**config.mk**
```make
export PLATFORM = sky130hd
export DESIGN_NAME = tt_capture_engine
export DESIGN_NICKNAME = d
export VERILOG_FILES = /design/src/rtl/tt_capture_engine.sv
export SDC_FILE = /design/constraint.sdc
export NUM_CORES = 1
export LEC_CHECK = 0
export BUFFER_PORTS_ARGS = -buffer_cell sky130_fd_sc_hd__buf_4
export CORE_MARGIN = 8
export CORE_UTILIZATION = 64
export CTS_BUF_LIST = sky130_fd_sc_hd__clkbuf_4 sky130_fd_sc_hd__clkbuf_8
export DETAILED_ROUTE_END_ITERATION = 7
export GPL_TIMING_DRIVEN = 0
export PLACE_DENSITY = 0.88
export SKIP_LAST_GASP = 1
export SLEW_MARGIN = 15
export SYNTH_ARGS = -nofsm -noshare
export SYNTH_HDL_FRONTEND = slang
export SYNTH_SLANG_ARGS = --single-unit
```
**constraint.sdc**
```tcl
create_clock -name clk -period 6.98 [get_ports clk]
set_input_delay 2.094 -clock clk [delete_from_list [all_inputs] [get_ports clk]]
set_output_delay 2.094 -clock clk [all_outputs]
set_load 0.01 [all_outputs]
```
**src/rtl/tt_capture_engine.sv**
```systemverilog
// Exhaustive truth-table capture engine: sweeps every FUT input vector, samples y_in, stores table/ones count.
// Optional MISR signature over the sampled stream is enabled by defining TT_CAPTURE_MISR_EN.
module tt_capture_engine #(
  parameter int N_IN   = 7,
  parameter int SETTLE = 1
) (
  input  logic            clk,
  input  logic            rst,
  input  logic            start,
  output logic [N_IN-1:0] x_out,
  input  logic            y_in,
  output logic            busy,
  output logic            done,
  input  logic [N_IN-1:0] tt_rd_addr,
  output logic            tt_rd_data,
  output logic [N_IN:0]   ones_count,
  output logic [15:0]     signature
);

  localparam int DEPTH = 1 << N_IN;
  localparam logic [3:0] SETTLE_CNT = 4'(SETTLE);
  localparam logic [N_IN-1:0] X_LAST = {N_IN{1'b1}};

  typedef enum logic [1:0] {IDLE, HOLD, SAMPLE, DONE} state_t;

  state_t           state;
  logic [3:0]       cnt;
  logic [DEPTH-1:0] tt;

  // Table lives in flops so reset can clear it and reads stay zero-latency.
  assign tt_rd_data = tt[tt_rd_addr];

  always_ff @(posedge clk or posedge rst) begin
    if (rst) begin
      state      <= IDLE;
      cnt        <= '0;
      x_out      <= '0;
      busy       <= 1'b0;
      done       <= 1'b0;
      ones_count <= '0;
      tt         <= '0;
    end else begin
      case (state)
        IDLE: begin
          done <= 1'b0;
          if (start) begin
            x_out      <= '0;
            ones_count <= '0;
            cnt        <= SETTLE_CNT;
            busy       <= 1'b1;
            state      <= HOLD;
          end
        end
        HOLD: begin
          if (cnt == 4'd1) begin
            state <= SAMPLE;
          end else begin
            cnt <= cnt - 4'd1;
          end
        end
        SAMPLE: begin
          tt[x_out]  <= y_in;
          ones_count <= ones_count + {{N_IN{1'b0}}, y_in};
          if (x_out == X_LAST) begin
            busy  <= 1'b0;
            done  <= 1'b1;
            state <= DONE;
          end else begin
            x_out <= x_out + 1'b1;
            cnt   <= SETTLE_CNT;
            state <= HOLD;
          end
        end
        DONE: begin
          done  <= 1'b0;
          state <= IDLE;
        end
        default: state <= IDLE;
      endcase
    end
  end

`ifdef TT_CAPTURE_MISR_EN
  logic [15:0] misr;

  always_ff @(posedge clk or posedge rst) begin
    if (rst) begin
      misr <= 16'hFFFF;
    end else if (state == IDLE && start) begin
      misr <= 16'hFFFF;
    end else if (state == SAMPLE) begin
      misr <= {misr[14:0], 1'b0} ^ ((misr[15] ^ y_in) ? 16'h1021 : 16'h0000);
    end
  end

  assign signature = misr;
`else
  assign signature = 16'h0000;
`endif

endmodule

```
==> flow_metrics.py, run 1 <==
metrics = {
    "worst_setup_path": {
        "slowest_delay_ns": 0.37,
        "worstPathCellList": "buf_4 > buf_2 > buf_2 > mux4_1 > mux2i_1 > a21oi_1 > a32oi_1 > nand4_1 > buf_4",
        "critPathSlowestCell": "buf_2",
        "end_kind": "output port",
        "worstSetupStartpointType": "input pin",
        "path_max_fanout": 10,
        "required_ns": 4.89,
        "worstPathArrival_ns": 4.07,
        "crit_type": "in2out",
    },
    "pwr": {
        "seqPwrFrac_pct": 42.8,
        "p_leak_nw": 3.82,
        "p_int_mw": 1.63,
        "switchingPower_mw": 0.751,
        "p_comb_share_pct": 24.2,
        "power.total_mw": 2.38,
        "swShare_pct": 31.6,
        "p_clk_share_pct": 33.0,
        "power.density_nw_per_um2": 265,
        "max-vdd-ir-drop_uv": 304,
    },
    "route": {
        "antenna_left": 0,
        "drc_errors": 0,
        "drt_wl_total_um": 19500,
        "wire_per_inst_um": 20.8,
        "dr.pass1.iters": 6,
        "via_per_inst": 6.20,
        "drt_iter0_markers": 738,
        "vias": 5822,
    },
    "floorplan": {
        "die_y_um": 128,
        "start_util_pct": 64.5,
        "coreArea_um2": 12400,
        "pin_count": 45,
        "dieArea_um2": 16300,
        "row_count": 41,
        "die_width_um": 128,
    },
    "cells_and_area": {
        "fin_nets": 775,
        "antennaDiodeCount": 0,
        "fin_area_um2": 8970,
        "layout-drive-gt1-share_pct": 32.6,
        "n_fill_cell": 861,
        "final_cells": 939,
        "syn_to_final_growth_pct": 12.0,
    },
    "timing": {
        "fmax_mhz": 162,
        "finalHoldViolations": 0,
        "rsz0062_at_grt": "false",
        "maxSlewViolCount": 0,
        "fin_crit_ns": 6.16,
        "fin_skew_ns": 0.0155,
        "fin_ws_ns": 0.820,
        "setup_violations": 0,
        "relSlewSlack_pct": 21.7,
        "worst_slew_pin_slew_ns": 1.17,
        "fin_crit_sh_pct": 88.3,
    },
    "clocking": {
        "cts-root-buf": "clkbuf_8",
        "ctsResizeCount": 0,
        "cts-htree-levels": 4,
        "clk_pin_slew_worst_paths_ns": 0.08,
        "cts_buffer_depth": 2,
        "post-cts-setup-buffers": 0,
        "clock-sinks": 151,
        "clk_latency_ns": 0.47,
        "cts_tree": "yes",
        "ctsHoldBuffers": 0,
        "cts_buffers": 17,
    },
    "place": {
        "io_buffers": 25,
        "placed_area_um2": 8500,
        "place_inst": 908,
        "place_hpwl_um": 13400,
        "place.gp.congestion": 0.896,
        "place_ws_ns": 0.900,
    },
    "global_routing": {
        "first_global_vias": 6106,
        "grt-ovfl-total": 0,
        "antenna_found_initial": 0,
        "grt_first_pass_wirelength_um": 31800,
        "grtUsageTotal_pct": 25.3,
        "grt_max_degree": 111,
    },
    "logic_synthesis": {
        "netlist_area_um2": 8010,
        "synth_top_area_cell": "dfrtp_1",
        "synth_enable_flop_cells": 0,
        "synth-seq-cells": 151,
        "synthArstFlopShare_pct": 100,
        "synth_top_area_share_pct": 47.2,
        "synthFlopType": "dfrtp_1",
        "synth.area.top_cells": "dfrtp_1, mux2_2, mux4_2",
        "ys_warn_count": 0,
        "syn_inst": 695,
        "avgSynthCellArea_um2": 11.5,
        "ys_seq_area_share_pct": 47.2,
        "ys_types": 46,
    },
    "status": {
        "status": "complete, no violations",
    },
    "job": {
        "drv_cap": 0,
    },
    "min_path": {
        "hold_class": "reg2reg",
    },
}
## cells by family (layout without fill, tap and decap cells)
logic type	Yosys count	in the layout	share of synthesized area (%)
DFF	151	151	47.2
xor gates and xnor gates	8	8	0.875
muxes	166	166	28.2
AOI/OAI and AO/OA	40	40	3.33
other	1	16	0.0468
buffers and inverters	65	122	4.31
adders and majority gates	9	9	1.41
and+or+nand+nor	255	255	14.7
## critical path: cells and delay by family
kind	cells	cell delay, ns
AOI/OAI and AO/OA	2	0.31
muxes	2	0.60
buffers and inverters	4	0.94
and+or+nand+nor	1	0.11
## path summary, 6_finish.rpt
check                        endpoint  depth (start not counted)  slack (ns)           from
min reg2reg                    tt[18]                          1        0.50         tt[18]
min                            tt[18]                          1        0.50         tt[18]
min in group asynchronous     tt[107]                          2        1.60            rst
max in group asynchronous      tt[15]                          3        4.53            rst
max reg2reg                    tt[69]                          7        4.36       state[0]
max                        tt_rd_data                          9        0.82  tt_rd_addr[2]
## final cells by class
| type | instances | area [µm²] | area share, % |
|---|---|---|---|
| buffer | 58 | 319 | 3.56 |
| clock buffer | 20 | 269 | 3.00 |
| clock inverter | 11 | 196 | 2.19 |
| inverter | 7 | 33.8 | 0.377 |
| multi-input combinational | 494 | 3940 | 43.9 |
| sequential | 151 | 3780 | 42.1 |
| tap | 172 | 215 | 2.40 |
| timing repair buffer | 26 | 215 | 2.40 |
## synthesized netlist by cell type, drive strengths merged (2+ instances only)
cell type / count
clkbuf: 23
buf: 35
nor2b: 7
nor4: 3
and2: 2
a22o: 6
o2bb2ai: 2
nor2: 72
mux4: 33
nand2: 92
mux2: 124
ha: 9
a32o: 2
inv: 7
nand3: 36
nand2b: 12
dfrtp: 151
nand4b: 3
a31oi: 4
or2: 2
and3: 6
o21ai: 13
nand4: 4
xor2: 7
nor3: 9
a21oi: 6
mux2i: 9
nand3b: 3
## routing by layer
layer / global-route usage (%) / vias to the layer above / part of all wire [%]
li1: - / 2545 / -
met1: 31.3 / 2902 / 39
met2: 40.5 / 312 / 49
met3: 7.78 / 63 / 9.2
met4: 10.4 / 0 / 3.2
met5: 0 / - / 0
## through the flow
| step | hold slack [ns] | util (%) | setup TNS [ns] |
|---|---|---|---|
| 2_1_floorplan | 0.469 | - | 0 |
| 6_report | 0.501 | 72.2 | 0 |
| 4_1_cts | 0.504 | 72.2 | 0 |
| 5_1_grt | 0.514 | 72.2 | 0 |
| 3_5_place_dp | 0.486 | 68.5 | 0 |
| 3_3_place_gp | 0.478 | 68.2 | -73.21 |
## cells in the final DEF (no fill, tap or decap), types with 3 or more instances in the layout
cell | synthesis | final
nor2b_1 | 7 | 7
and3_1 | 6 | 6
a31oi_1 | 4 | 4
buf_4 | 19 | 44
conb_1 | 1 | 16
clkbuf_1 | 23 | 23
nor2_1 | 72 | 71
nor4_1 | 3 | 3
bufinv_16 | 0 | 5
mux4_1 | 7 | 7
nand2b_1 | 12 | 12
nand3b_1 | 3 | 3
dfrtp_1 | 151 | 151
nand4b_1 | 3 | 3
a22o_1 | 6 | 6
ha_1 | 9 | 9
nor3_2 | 5 | 5
buf_2 | 12 | 12
mux2i_1 | 9 | 9
mux2_2 | 124 | 124
mux4_2 | 26 | 26
clkbuf_8 | 0 | 19
o21ai_0 | 13 | 13
a21oi_1 | 6 | 6
nand3_1 | 36 | 36
nand2_1 | 92 | 92
xor2_1 | 7 | 7
nor3_1 | 4 | 4
nand4_1 | 4 | 4
inv_1 | 7 | 6
## flip-flops by register name (all words and copies together) (netlist names)
register	cells
ones_count	8
busy	1
x_out	7
tt	128
cnt	4
done	1
state	2
## power groups by stage
stage	Sequential (mW)	Combinational [mW]	Clock, mW
2_1_floorplan	1.02	0.392	0
3_3_place_gp	1.02	0.537	0
3_5_place_dp	1.03	0.561	0
4_1_cts	1.01	0.567	0.787
5_1_grt	1.03	0.626	0.822
6_report	1.02	0.576	0.783
No activity file was read; power rests on OpenSTA's default activity.
==> inputs of run 2 (changes only) <==
--- a/config.mk
+++ b/config.mk
@@ -5,13 +5,14 @@
 export SDC_FILE = /design/constraint.sdc
 export NUM_CORES = 1
 export LEC_CHECK = 0
-export BUFFER_PORTS_ARGS = -buffer_cell sky130_fd_sc_hd__buf_4
+export ABC_AREA = 1
 export CORE_MARGIN = 8
-export CORE_UTILIZATION = 64
+export CORE_UTILIZATION = 65
 export CTS_BUF_LIST = sky130_fd_sc_hd__clkbuf_4 sky130_fd_sc_hd__clkbuf_8
 export DETAILED_ROUTE_END_ITERATION = 7
+export DONT_BUFFER_PORTS = 1
 export GPL_TIMING_DRIVEN = 0
-export PLACE_DENSITY = 0.88
+export PLACE_DENSITY = 0.86
 export SKIP_LAST_GASP = 1
 export SLEW_MARGIN = 15
 export SYNTH_ARGS = -nofsm -noshare
==> run 2 against run 1 <==
  * Core utilization fell by 0.19 points
  * First-iteration DRC count rose by 96%
  * Hold slack got worse by 0.019 ns
  * Register-to-register slack improved by 0.25 ns
  * Largest power group unchanged
  * Sequential cell count did not move
  * Largest cell class is now sequential cells
  * Sequential share of layout area up 1.5 points
==> flow_metrics.py, run 2 <==
metrics = {
    "status": {
        "status": "complete, no violations",
    },
    "cells_and_area": {
        "antennaDiodeCount": 0,
        "fin_nets": 1054,
        "reg.largest.list": "tt x128, ones_count x8, x_out x7",
        "layout-drive-gt1-share_pct": 12.9,
        "syn_to_final_growth_pct": 8.32,
        "top_register": "tt",
        "largest_reg_flops": 128,
        "final_cells": 1193,
        "layout_commonest_cell": "nand2_1",
        "mostFrequentLayoutCells": "nand2_1, dfrtp_1, nand3_1",
    },
    "logic_synthesis": {
        "synth_top_area_share_pct": 47.3,
        "synthArstFlopShare_pct": 100,
        "synth_top_area_cell": "dfrtp_1",
        "synthFlopType": "dfrtp_1",
        "synth.area.top_cells": "dfrtp_1, nand3_1, nand2_1",
        "ys_types": 34,
        "ys_warn_count": 0,
        "netlist_area_um2": 7990,
        "avgSynthCellArea_um2": 8.00,
        "synth-seq-cells": 151,
        "synth_enable_flop_cells": 0,
        "syn_inst": 999,
        "yosysMostFrequentCell": "nand2_1",
        "ys_seq_area_share_pct": 47.3,
        "yosys-top-cells-count": "nand2_1, dfrtp_1, nand3_1, a21oi_1, a31oi_1",
    },
    "route": {
        "dr.pass1.iters": 7,
        "drt_iter0_markers": 1450,
        "vias": 7816,
        "drc_errors": 0,
        "wire_per_inst_um": 21.0,
        "via_per_inst": 6.55,
        "drt_wl_total_um": 25100,
        "antenna_left": 0,
    },
    "pwr": {
        "power.total_mw": 1.81,
        "max-vdd-ir-drop_uv": 181,
        "power.density_nw_per_um2": 209,
        "p_leak_nw": 4.00,
    },
    "min_path": {
        "whs_endpoint": "tt[36]",
        "min_from": "tt[36]",
        "worstHoldPathCells": 2,
        "hold_class": "reg2reg",
    },
    "worst_setup_path": {
        "end_kind": "output port",
        "r2r_slack_ns": 4.61,
        "required_ns": 4.89,
        "worstPathArrival_ns": 3.83,
        "reg2reg_to": "tt[77]",
        "r2r_start": "state[0]",
        "path_max_fanout": 10,
        "worstSetupStartpointType": "input pin",
        "crit_type": "in2out",
        "r2r_cells": 7,
    },
    "global_routing": {
        "gr-usage-met2_pct": 46.2,
        "grtUsageMet3_pct": 11.9,
        "grt_max_degree": 105,
        "busiest_layer": "met2",
        "grt-ovfl-total": 0,
        "grtUsageTotal_pct": 31.7,
        "grt_first_pass_wirelength_um": 39200,
        "grt_use_met1_pct": 39.9,
        "antenna_found_initial": 0,
        "first_global_vias": 7206,
    },
    "place": {
        "place_hpwl_um": 16200,
        "io_buffers": 0,
        "place_inst": 1162,
        "place_ws_ns": 1.21,
        "place.gp.congestion": 0.975,
    },
    "timing": {
        "fin_crit_ns": 5.93,
        "maxSlewViolCount": 0,
        "fmax_mhz": 169,
        "finalHoldViolations": 0,
        "relSlewSlack_pct": 41.6,
        "holdWs_ns": 0.482,
        "fin_crit_sh_pct": 84.9,
        "setup_violations": 0,
        "worst_slew_pin_slew_ns": 0.876,
        "rsz0062_at_grt": "false",
        "fin_skew_ns": 0.0126,
        "fin_ws_ns": 1.05,
    },
    "clocking": {
        "ctsHoldBuffers": 0,
        "cts_buffers": 17,
        "cts-root-buf": "clkbuf_8",
        "clk_pin_slew_worst_paths_ns": 0.09,
        "clk_latency_ns": 0.49,
        "cts_tree": "yes",
        "cts_buffer_depth": 2,
        "ctsResizeCount": 0,
        "cts-htree-levels": 4,
        "clock-sinks": 151,
        "post-cts-setup-buffers": 0,
    },
    "floorplan": {
        "die_y_um": 127,
        "coreArea_um2": 12000,
        "row_count": 40,
        "start_util_pct": 66.5,
        "dieArea_um2": 16100,
        "die_width_um": 127,
        "pin_count": 45,
    },
    "job": {
        "drv_cap": 0,
    },
}
run 2: changes by cell type after synthesis, sizes merged, moves of 12 or more:
cell / previous run / this run
a21oi: 6 / 132
a31oi: 4 / 95
buf: 35 / 65
inv: 7 / 73
mux2: 124 / 0
mux4: 33 / 0
nand2: 92 / 185
nand2b: 12 / 0
nand3: 36 / 147
run 2: logic make-up after synthesis:
logic type / count (synthesis) / synth area share [%]
buffers and inverters: 160 / 9.43
XOR/XNOR: 1 / 0.110
AO/OA/AOI/OAI: 249 / 17.3
AND/OR/NAND/NOR: 428 / 24.4
adder cells (fa/ha/maj): 9 / 1.41
flip-flops: 151 / 47.3
other: 1 / 0.0469
run 2: worst max-delay path by stage:
stage               slack (ns)         end           from
floorplan                 0.82        busy            rst
detailed placement        1.21  tt_rd_data  tt_rd_addr[0]
global placement         -0.71     tt[122]            rst
CTS                       1.20  tt_rd_data  tt_rd_addr[0]
finish                    1.05  tt_rd_data  tt_rd_addr[0]
global route              0.98  tt_rd_data  tt_rd_addr[0]
run 2: routing by layer:
| metal | part of all wire (%) | up-vias | wire (µm) |
|---|---|---|---|
| met1 | 36 | 3597 | 9030 |
| li1 | - | 3464 | - |
| met4 | 6.5 | 0 | 1640 |
| met3 | 15 | 162 | 3680 |
| met2 | 43 | 593 | 10800 |
| met5 | 0 | - | 0 |
run 2: metrics by stage:
| step | util, % | TNS (ns) | area [µm²] |
|---|---|---|---|
| after detailed placement | 68.8 | 0 | 8270 |
| after global placement | 68.5 | -106.29 | 8230 |
| after CTS | 72.1 | 0 | 8650 |
| after global routing | 72.1 | 0 | 8650 |
| final | 72.1 | 0 | 8650 |
| after floorplan | - | 0 | 8050 |
run 2: critical path, cell delays in order:
cell and delay, ns:
inv_2 0.14, clkbuf_1 0.66, nand2_1 0.15, nand3_1 0.11
nand3_1 0.07, nand3_1 0.07, nand2_1 0.13, nand2_1 0.10
nand3_1 0.07, nand2_1 0.08, nand2_1 0.05, nand2_1 0.11
run 2: layout make-up:
type	count	area, µm²
plain buffers	87	474
clock buffers	18	241
clock inverters	13	148
fillers	946	3360
inverters	73	287
multi-input cells	703	3510
flip-flops and latches	151	3780
well taps	147	184
repair buffers	1	27.5
run 2: power by group:
group          internal, mW  switching (mW)  total, mW
clock network         0.323           0.359      0.682
registers             0.905          0.0393      0.944
logic                0.0560           0.127      0.183
